**src/rtl/fpadd_arbiter.sv**
```systemverilog
// Two-requester arbiter sharing one 2-cycle hex-float adder; one operation in flight.
// Define FPADD_ARB_RR_EN for round-robin contention; fixed req0 priority otherwise.
module fpadd_arbiter #(
  parameter int unsigned ADD_LAT = 3
) (
  input  logic        clock,
  input  logic        reset,
  input  logic        req0_valid,
  output logic        req0_ready,
  input  logic [31:0] req0_a,
  input  logic [31:0] req0_b,
  input  logic        req0_sub,
  input  logic        req1_valid,
  output logic        req1_ready,
  input  logic [31:0] req1_a,
  input  logic [31:0] req1_b,
  input  logic        req1_sub,
  output logic        rsp0_valid,
  input  logic        rsp0_ready,
  output logic        rsp1_valid,
  input  logic        rsp1_ready,
  output logic [31:0] rsp_data,
  output logic [31:0] fpa_dataa,
  output logic [31:0] fpa_datab,
  output logic        fpa_add_sub,
  input  logic [31:0] fpa_result,
  output logic        busy,
  output logic        grant_id
);

  localparam int unsigned DATA_W = 32;
  localparam int unsigned CNT_W  = 4;

  typedef enum logic [1:0] {ST_IDLE, ST_WAIT, ST_RESP} state_e;

  state_e              state_q, state_d;
  logic [CNT_W-1:0]    cnt_q, cnt_d;
  logic                grant_q, grant_d;
  logic [DATA_W-1:0]   dataa_q, dataa_d;
  logic [DATA_W-1:0]   datab_q, datab_d;
  logic                add_sub_q, add_sub_d;
  logic [DATA_W-1:0]   rsp_data_q, rsp_data_d;
  logic                sel;
  logic                accept;
  logic                rsp_ack;

  // Arbitration: a lone valid always wins; contention resolved by priority or pointer
`ifdef FPADD_ARB_RR_EN
  logic rr_ptr_q, rr_ptr_d;

  always_comb begin
    sel = !req0_valid;
    if (req0_valid && req1_valid) sel = rr_ptr_q;
  end

  always_comb begin
    rr_ptr_d = rr_ptr_q;
    if (accept) rr_ptr_d = !sel;
  end

  always_ff @(posedge clock) begin
    if (reset) rr_ptr_q <= 1'b0;
    else       rr_ptr_q <= rr_ptr_d;
  end
`else
  always_comb begin
    sel = !req0_valid;
  end
`endif

  assign accept     = (state_q == ST_IDLE) && (req0_valid || req1_valid);
  assign req0_ready = (state_q == ST_IDLE) && req0_valid && !sel;
  assign req1_ready = (state_q == ST_IDLE) && req1_valid && sel;
  assign rsp_ack    = grant_q ? rsp1_ready : rsp0_ready;

  // Next-state: latch operands on accept, count core latency, hold result until consumed
  always_comb begin
    state_d    = state_q;
    cnt_d      = cnt_q;
    grant_d    = grant_q;
    dataa_d    = dataa_q;
    datab_d    = datab_q;
    add_sub_d  = add_sub_q;
    rsp_data_d = rsp_data_q;
    case (state_q)
      ST_IDLE: begin
        if (accept) begin
          grant_d   = sel;
          dataa_d   = sel ? req1_a   : req0_a;
          datab_d   = sel ? req1_b   : req0_b;
          add_sub_d = sel ? req1_sub : req0_sub;
          cnt_d     = CNT_W'(ADD_LAT);
          state_d   = ST_WAIT;
        end
      end
      ST_WAIT: begin
        cnt_d = cnt_q - CNT_W'(1);
        if (cnt_q == CNT_W'(1)) begin
          rsp_data_d = fpa_result;
          state_d    = ST_RESP;
        end
      end
      ST_RESP: begin
        if (rsp_ack) state_d = ST_IDLE;
      end
      default: state_d = ST_IDLE;
    endcase
  end

  always_ff @(posedge clock) begin
    if (reset) begin
      state_q    <= ST_IDLE;
      cnt_q      <= '0;
      grant_q    <= 1'b0;
      dataa_q    <= '0;
      datab_q    <= '0;
      add_sub_q  <= 1'b0;
      rsp_data_q <= '0;
    end else begin
      state_q    <= state_d;
      cnt_q      <= cnt_d;
      grant_q    <= grant_d;
      dataa_q    <= dataa_d;
      datab_q    <= datab_d;
      add_sub_q  <= add_sub_d;
      rsp_data_q <= rsp_data_d;
    end
  end

  assign rsp0_valid  = (state_q == ST_RESP) && !grant_q;
  assign rsp1_valid  = (state_q == ST_RESP) && grant_q;
  assign rsp_data    = rsp_data_q;
  assign fpa_dataa   = dataa_q;
  assign fpa_datab   = datab_q;
  assign fpa_add_sub = add_sub_q;
  assign busy        = (state_q != ST_IDLE);
  assign grant_id    = grant_q;

endmodule

```
**config.mk**
```make
export PLATFORM = sky130hd
export DESIGN_NAME = fpadd_arbiter
export DESIGN_NICKNAME = d
export VERILOG_FILES = /design/src/rtl/fpadd_arbiter.sv
export SDC_FILE = /design/constraint.sdc
export NUM_CORES = 1
export LEC_CHECK = 0
export CORE_MARGIN = 3
export CORE_UTILIZATION = 40
export DETAILED_ROUTE_END_ITERATION = 10
export PLACE_DENSITY_LB_ADDON = 0.3
export SYNTH_ARGS = -nofsm -noshare
export SYNTH_HDL_FRONTEND = slang
export SYNTH_SLANG_ARGS = --single-unit
```
**constraint.sdc**
```tcl
create_clock -name clock -period 1.7 [get_ports clock]
set_input_delay 0.34 -clock clock [delete_from_list [all_inputs] [get_ports clock]]
set_output_delay 0.34 -clock clock [all_outputs]
set_load 0.05 [all_outputs]
```
==> metrics.md, run 1 <==
| Metric | Value |
|---|---|
| Total Routed Length | 15000 µm |
| Post-Syn Instances | 489 |
| Clock buffer depth | 2 |
| Io pins | 271 |
| Final nets | 908 |
| Antenna diode count | 0 |
| Tmin final | 1.64 ns |
| Top cells by count, synth | dfxtp_1 (104), mux2i_1 (66), a21oi_1 (41), a211oi_1 (35), nand2b_1 (34) |
| Internal power | 5050 µW |
| Path type of the worst setup path | flip-flop to output pin |
| Power Density | 987 mW/mm² |
| Net Count, Synth | 659 |
| Initial antenna violation count | 0 |
| Hold Crit Start | req0_valid |
| Switching Fraction | 36.1% |
| Initial DRC count | 241 |
| Peak VDD IR | 0.527 mV |
| YS warnings | 0 |
| EDFF count, synth | 0 |
| Remaining global-route overflow | 0 |
| Drt via density | 5.27 |
| Final hold slack | 0.429 ns |
| Total global-route track usage | 20.6% |
| Least-Margin Pin Slew | 0.405 ns |
| Largest net degree at the start of global routing | 51 |
| Routed len/inst | 16.5 µm |
| Layout cell share with drive strength beyond 1 | 29.0% |
| Core area | 0.0122 mm² |
| WHS Path Cells | 3 |
| HP Class | primary input to flip-flop |
| Vias | 4792 |
| Num CTS Buffers | 9 |
| Clk sinks | 104 |
| Worst reg2reg path depth | 5 |
| Final Skew | 0.0142 ns |
| Fillers | 990 |
| Clock slew at reported path FFs | 0.07 ns |
| Final setup vio count | 0 |
| Synth Area in Adders | 0.497% |
| Max cap viols | 0 |
| Worst hold endpoint | grant_id$_SDFFE_PP0P_ |
| Synthesis-stage register bit count | 104 |
| Max-slew headroom | 73.0% |
| CP Max Fanout | 7 |
| Clock latency on the worst-skew pair | 0.34 ns |
| Most common cell in the netlist | dfxtp_1 |
| RePlAce Congestion | 0.815 |
| DP HPWL | 11300 µm |
| Mux contribution to synthesized area | 13.3% |
| Status | completed |
| Die Width | 118 µm |
| Ratio of final minimum period to clock period | 96.7% |
| Combinational Power Share | 36.8% |
| Starting Density | 41.4% |
| CP Launch Type | flip-flop |
| Top cells by area, synth | dfxtp_1 (41%), mux2i_1 (13%), a211oi_2 (7.5%), nand4b_1 (5.6%), a211oi_1 (5.2%) |
| Area Growth Syn to Fin | 59.1% |
| XOR/XNOR Fraction of Synth Area | 0.174% |
| Post-synth ARST share | 0% |
| Post-synthesis average cell area | 10.3 µm² |
| CTS tree | yes |
| First-pass GRT wire length | 24100 µm |
| Post-Syn Area | 0.00504 mm² |
| Reg-to-Reg End | rsp_data[22]$_SDFFE_PP0P_ |
| RR Startpoint | cnt_q[0]$_SDFFE_PP0P_ |
| Synth unique cells | 37 |
| Placed insts | 891 |
| Final ANT Viol Nets | 0 |
| Pre-antenna DRT Iters | 4 |
| Top cell type's share of synthesized area | 41.3% |
| Compound-gate portion of the synthesized area | 25.9% |
| Psw | 2860 µW |
| Clock network power share | 26.7% |
| Critical Path AT | 1.30 ns |
| Max Clk Rate | 0.608 GHz |
| Final slew viol count | 0 |
| Register area share after synthesis | 41.3% |
| Required @ worst endpoint | 1.36 ns |
| Largest family of logic cells by synthesized area | compound AO/OA/AOI/OAI gates |
| Post-Layout Cell Count | 910 |
| DP Worst Slack | -0.110 ns |
| Final hold viol count | 0 |
| Die area | 0.0140 mm² |
| Cell taking the most area after synthesis | dfxtp_1 |
| Row Count | 40 |
| Vias in the first global route | 4805 |
| Sequential share of power | 36.5% |
| Simple-Gate Fraction of Synth Area | 12.1% |
| R2R Setup Slk | 0.12 ns |
| Worst setup EP type | output pin |
| Main synth FF type | dfxtp_1 |
| Setup WS post-layout | 0.0553 ns |
| CTS Root Cell | clkbuf_16 |
| PortBufs | 270 |
| Htree depth | 3 |
| Leak | 0.00320 µW |
| Drc violations | 0 |
| DIE HEIGHT | 118 µm |
==> per-layer routing <==
layer	wire length (µm)	part of all wire (%)	GRT usage (%)	vias up
met5	0	0	0	-
met4	479	3.2	8.79	0
met3	1020	6.8	5.02	35
met2	7570	50	35.5	200
met1	5970	40	24.4	2242
li1	-	-	-	2315
==> final cells by class <==
class                           instances  area [µm²]  share of cell area (%)
Clock buffer                           10         239                    2.98
Clock inverter                          5        63.8                   0.796
Inverter                                3        11.3                   0.141
Multi-Input combinational cell        327        2650                    33.1
Sequential cell                       104        2080                    26.0
Tap cell                              168         210                    2.62
Timing Repair Buffer                  293        2750                    34.4
==> repair_timing <==
item	in CTS	in global routing
gates resized for setup	2	2
endpoints found under the setup margin	2	6
pin swaps	1	1
hold buffers	0	0
setup buffers	3	1
==> cells by family after synthesis <==
group,count (synthesis)
DFF,104
buffers and inverters,58
muxes,67
adders and majority gates,2
AOI/OAI and AO/OA,172
and+or+nand+nor,85
xor gates and xnor gates,1
==> cell usage in the layout (no fill, tap or decap), types with 3 or more instances in the layout <==
cell type        instances
a211oi_1                35
a211oi_2                30
a21oi_1                 41
a21oi_2                 30
buf_12                  11
buf_4                  116
clkbuf_16                9
clkdlybuf4s50_1        164
dfxtp_1                103
mux2i_1                 66
nand2_1                  3
nand2b_1                34
nand4b_1                32
nor2_1                   3
nor2_4                   3
o21ai_0                 12
o21ai_1                 20
==> worst max-delay path by stage <==
stage	start	end	slack (ns)	cells after the start
floorplan	req0_valid	req0_ready	0.02	4
global placement	req1_valid	fpa_dataa[21]$_SDFFE_PP0P_	-0.02	5
detailed placement	req1_valid	fpa_dataa[18]$_SDFFE_PP0P_	-0.11	5
CTS	state_q[0]$_SDFFE_PP0P_	req1_ready	0.01	4
global route	state_q[1]$_SDFFE_PP0P_	req1_ready	-0.005	4
finish	state_q[1]$_SDFFE_PP0P_	req1_ready	0.06	4
==> stage by stage <==
| step | utilization, % | power, µW | instance area [µm²] | setup TNS (ns) |
|---|---|---|---|---|
| floorplan | - | 4770 | 5050 | 0 |
| global route | 65.9 | 8250 | 8010 | -0.00490 |
| global placement | 63.1 | 5780 | 7670 | -0.619 |
| CTS | 65.8 | 7970 | 8000 | 0 |
| detailed placement | 63.1 | 5850 | 7670 | -3.38 |
| finish | 65.9 | 7910 | 8010 | 0 |
==> power by group through the flow <==
stage	Sequential, µW	Clock, µW	Combinational (µW)
3_3_place_gp	2930	0	2840
5_1_grt	2920	2250	3080
2_1_floorplan	3760	0	1010
3_5_place_dp	2940	0	2910
4_1_cts	2890	2160	2930
6_report	2890	2110	2910
==> state kept, by name, indices dropped and copies added, names as in the netlist <==
| signal | cells |
|---|---|
| fpa_dataa | 32 |
| cnt_q | 4 |
| fpa_datab | 32 |
| rsp_data | 32 |
| grant_id | 1 |
| state_q | 2 |
| fpa_add_sub | 1 |
==> worst max-delay path: stages, from the launching register on <==
cell and delay [ns]:
dfxtp_1 0.39, nor2_4 0.21, nand2_1 0.12, nor2_4 0.11
buf_12 0.14
No activity file was read; power rests on OpenSTA's default activity.
==> run 2, diff against run 1 <==
--- a/config.mk
+++ b/config.mk
@@ -8,7 +8,9 @@
 export CORE_MARGIN = 3
 export CORE_UTILIZATION = 40
 export DETAILED_ROUTE_END_ITERATION = 10
-export PLACE_DENSITY_LB_ADDON = 0.3
+export GPL_TIMING_DRIVEN = 1
+export PLACE_DENSITY_LB_ADDON = 0.15
 export SYNTH_ARGS = -nofsm -noshare
 export SYNTH_HDL_FRONTEND = slang
 export SYNTH_SLANG_ARGS = --single-unit
+export TNS_END_PERCENT = 10
==> run 2 against run 1 <==
Against the previous run:
- sequential share of layout area shrank 0.057 points
- global-route usage grew 0.76 points
- setup slack gained 0.025 ns
==> metrics.md, run 2 (same netlist as run 1, synthesis figures left out) <==
| Metric | Value |
|---|---|
| Status | completed |
| Max cap viols | 0 |
| Max-slew headroom | 72.9% |
| End of the critical path | req1_ready |
| Clk sinks | 104 |
| Peak VDD IR | 0.693 mV |
| Clock buffer depth | 2 |
| Routed len/inst | 17.1 µm |
| Final Util | 66.1% |
| DP HPWL | 12000 µm |
| Area Growth Syn to Fin | 59.6% |
| CP Launch Type | primary input |
| Layout cell share with drive strength beyond 1 | 28.9% |
| Final hold slack | 0.446 ns |
| Power Density | 1010 mW/mm² |
| RePlAce Congestion | 0.753 |
| Unrepaired setup endpoints after global routing | false |
| R2R Setup Slk | 0.20 ns |
| Final nets | 908 |
| Hold Crit Start | reset |
| Final hold viol count | 0 |
| PortBufs | 270 |
| Worst setup EP type | output pin |
| Worst reg2reg path depth | 5 |
| CTS tree | yes |
| Reg-to-Reg End | rsp_data[27]$_SDFFE_PP0P_ |
| Total Routed Length | 15500 µm |
| Max Clk Rate | 0.617 GHz |
| Commonest non-fill, non-tap cells in the layout | clkdlybuf4s50_1 (165), buf_4 (117), dfxtp_1 (102), mux2i_1 (66), a21oi_1 (41) |
| First-pass GRT wire length | 24800 µm |
| Initial DRC count | 331 |
| Remaining global-route overflow | 0 |
| Final slew viol count | 0 |
| Leak | 0.00321 µW |
| Crit path launch | req1_valid |
| Clock slew at reported path FFs | 0.07 ns |
| CP max stage delay | 0.52 ns |
| CP max stage cell | clkdlybuf4s50_1 |
| Num CTS Buffers | 9 |
| Critical-path cell list | clkdlybuf4s50_1, nand2_1, nor2_1, buf_12 |
| Core area | 0.0122 mm² |
| Required @ worst endpoint | 1.36 ns |
| Path type of the worst setup path | primary input to output pin |
| Tmin final | 1.62 ns |
| Critical Path AT | 1.28 ns |
| Final ANT Viol Nets | 0 |
| Final setup vio count | 0 |
| Most common cell after layout, fill and taps aside | clkdlybuf4s50_1 |
| RR Startpoint | cnt_q[0]$_SDFFE_PP0P_ |
| TNS Setup | 0 ns |
| Die area | 0.0140 mm² |
| Io pins | 271 |
| Htree depth | 3 |
| Ratio of final minimum period to clock period | 95.3% |
| Largest net degree at the start of global routing | 55 |
| Fillers | 1007 |
| Least-Margin Pin Slew | 0.406 ns |
| Total global-route track usage | 21.4% |
| Pre-antenna DRT Iters | 4 |
| Row Count | 40 |
| Clock latency on the worst-skew pair | 0.33 ns |
| CTS Hold Buffers Added | 0 |
| CTS Root Cell | clkbuf_16 |
| HP Class | primary input to flip-flop |
| Drc violations | 0 |
| DIE HEIGHT | 118 µm |
| Drt via density | 5.19 |
| Die Width | 118 µm |
| Initial antenna violation count | 0 |
| Vias in the first global route | 4805 |
| Starting Density | 41.4% |
| Final Skew | 0.00773 ns |
| CP Max Fanout | 4 |
| Vias | 4725 |
| Antenna diode count | 0 |
[run 2: cell types whose count changed in the layout (fill, tap and decap cells not counted)]
cell             change
and2_4               -1
nor2_1               +1
and2_1               +1
clkinvlp_4           -1
clkdlybuf4s50_1      +1
inv_8                +1
dlygate4sd2_1        -1
dfxtp_2              +1
bufinv_16            +1
dfxtp_1              -1
buf_4                +1
nor2_4               -1
buf_6                -1
[run 2: metrics by stage]
stage | setup WS, ns | power (µW) | area [µm²] | cells
final | 0.0804 | 8090 | 8040 | 911
after global routing | 0.0142 | 8420 | 8040 | 911
after CTS | 0.00915 | 8170 | 8030 | 911
after detailed placement | -0.0330 | 5860 | 7690 | 894
after global placement | 0.0193 | 5800 | 7690 | 894
after floorplan | -0.257 | 4760 | 5040 | 489
[run 2: how the worst min path moves through the flow]
stage | to | slack [ns] | depth (start not counted)
4_1_cts | cnt_q[2]$_SDFFE_PP0P_ | 0.43 | 2
3_3_place_gp | rsp_data[3]$_SDFFE_PP0P_ | 0.45 | 2
5_1_grt | grant_id$_SDFFE_PP0P_ | 0.48 | 3
6_report | cnt_q[2]$_SDFFE_PP0P_ | 0.45 | 2
3_5_place_dp | rsp_data[7]$_SDFFE_PP0P_ | 0.46 | 2
2_1_floorplan | cnt_q[1]$_SDFFE_PP0P_ | 0.48 | 1
[run 2: metal layers]
metal	vias to the layer above	global-route usage, %	routed length, µm
met4	0	5.20	227
met1	2209	25.2	5990
li1	2307	-	-
met3	14	6.22	1320
met5	-	0	0
met2	195	38.0	8000
[run 2: critical path, delay by kind of cell]
kind,cells,cell delay [ns]
and+or+nand+nor,2,0.24
buffers and inverters,2,0.69
[run 2: final cells by class]
class	instances	area (µm²)	share of cell area, %
Clock buffer	10	239	2.97
Clock inverter	6	97.6	1.21
Inverter	3	11.3	0.140
Multi-Input combinational cell	327	2640	32.9
Sequential cell	104	2080	25.9
Tap cell	168	210	2.62
Timing Repair Buffer	293	2750	34.2
[run 2: where the power goes]
group / internal (µW) / switching (µW) / leakage [µW]
registers: 2700 / 190 / 0.000858
logic: 1150 / 1750 / 0.00219
clock network: 1360 / 940 / 0.000166
[run 2: repair_timing]
action,in CTS,in global routing
hold endpoints to repair,0,0
gates resized for setup,0,2
setup endpoints to repair,1,3
pin swaps,1,0
setup buffers,1,0
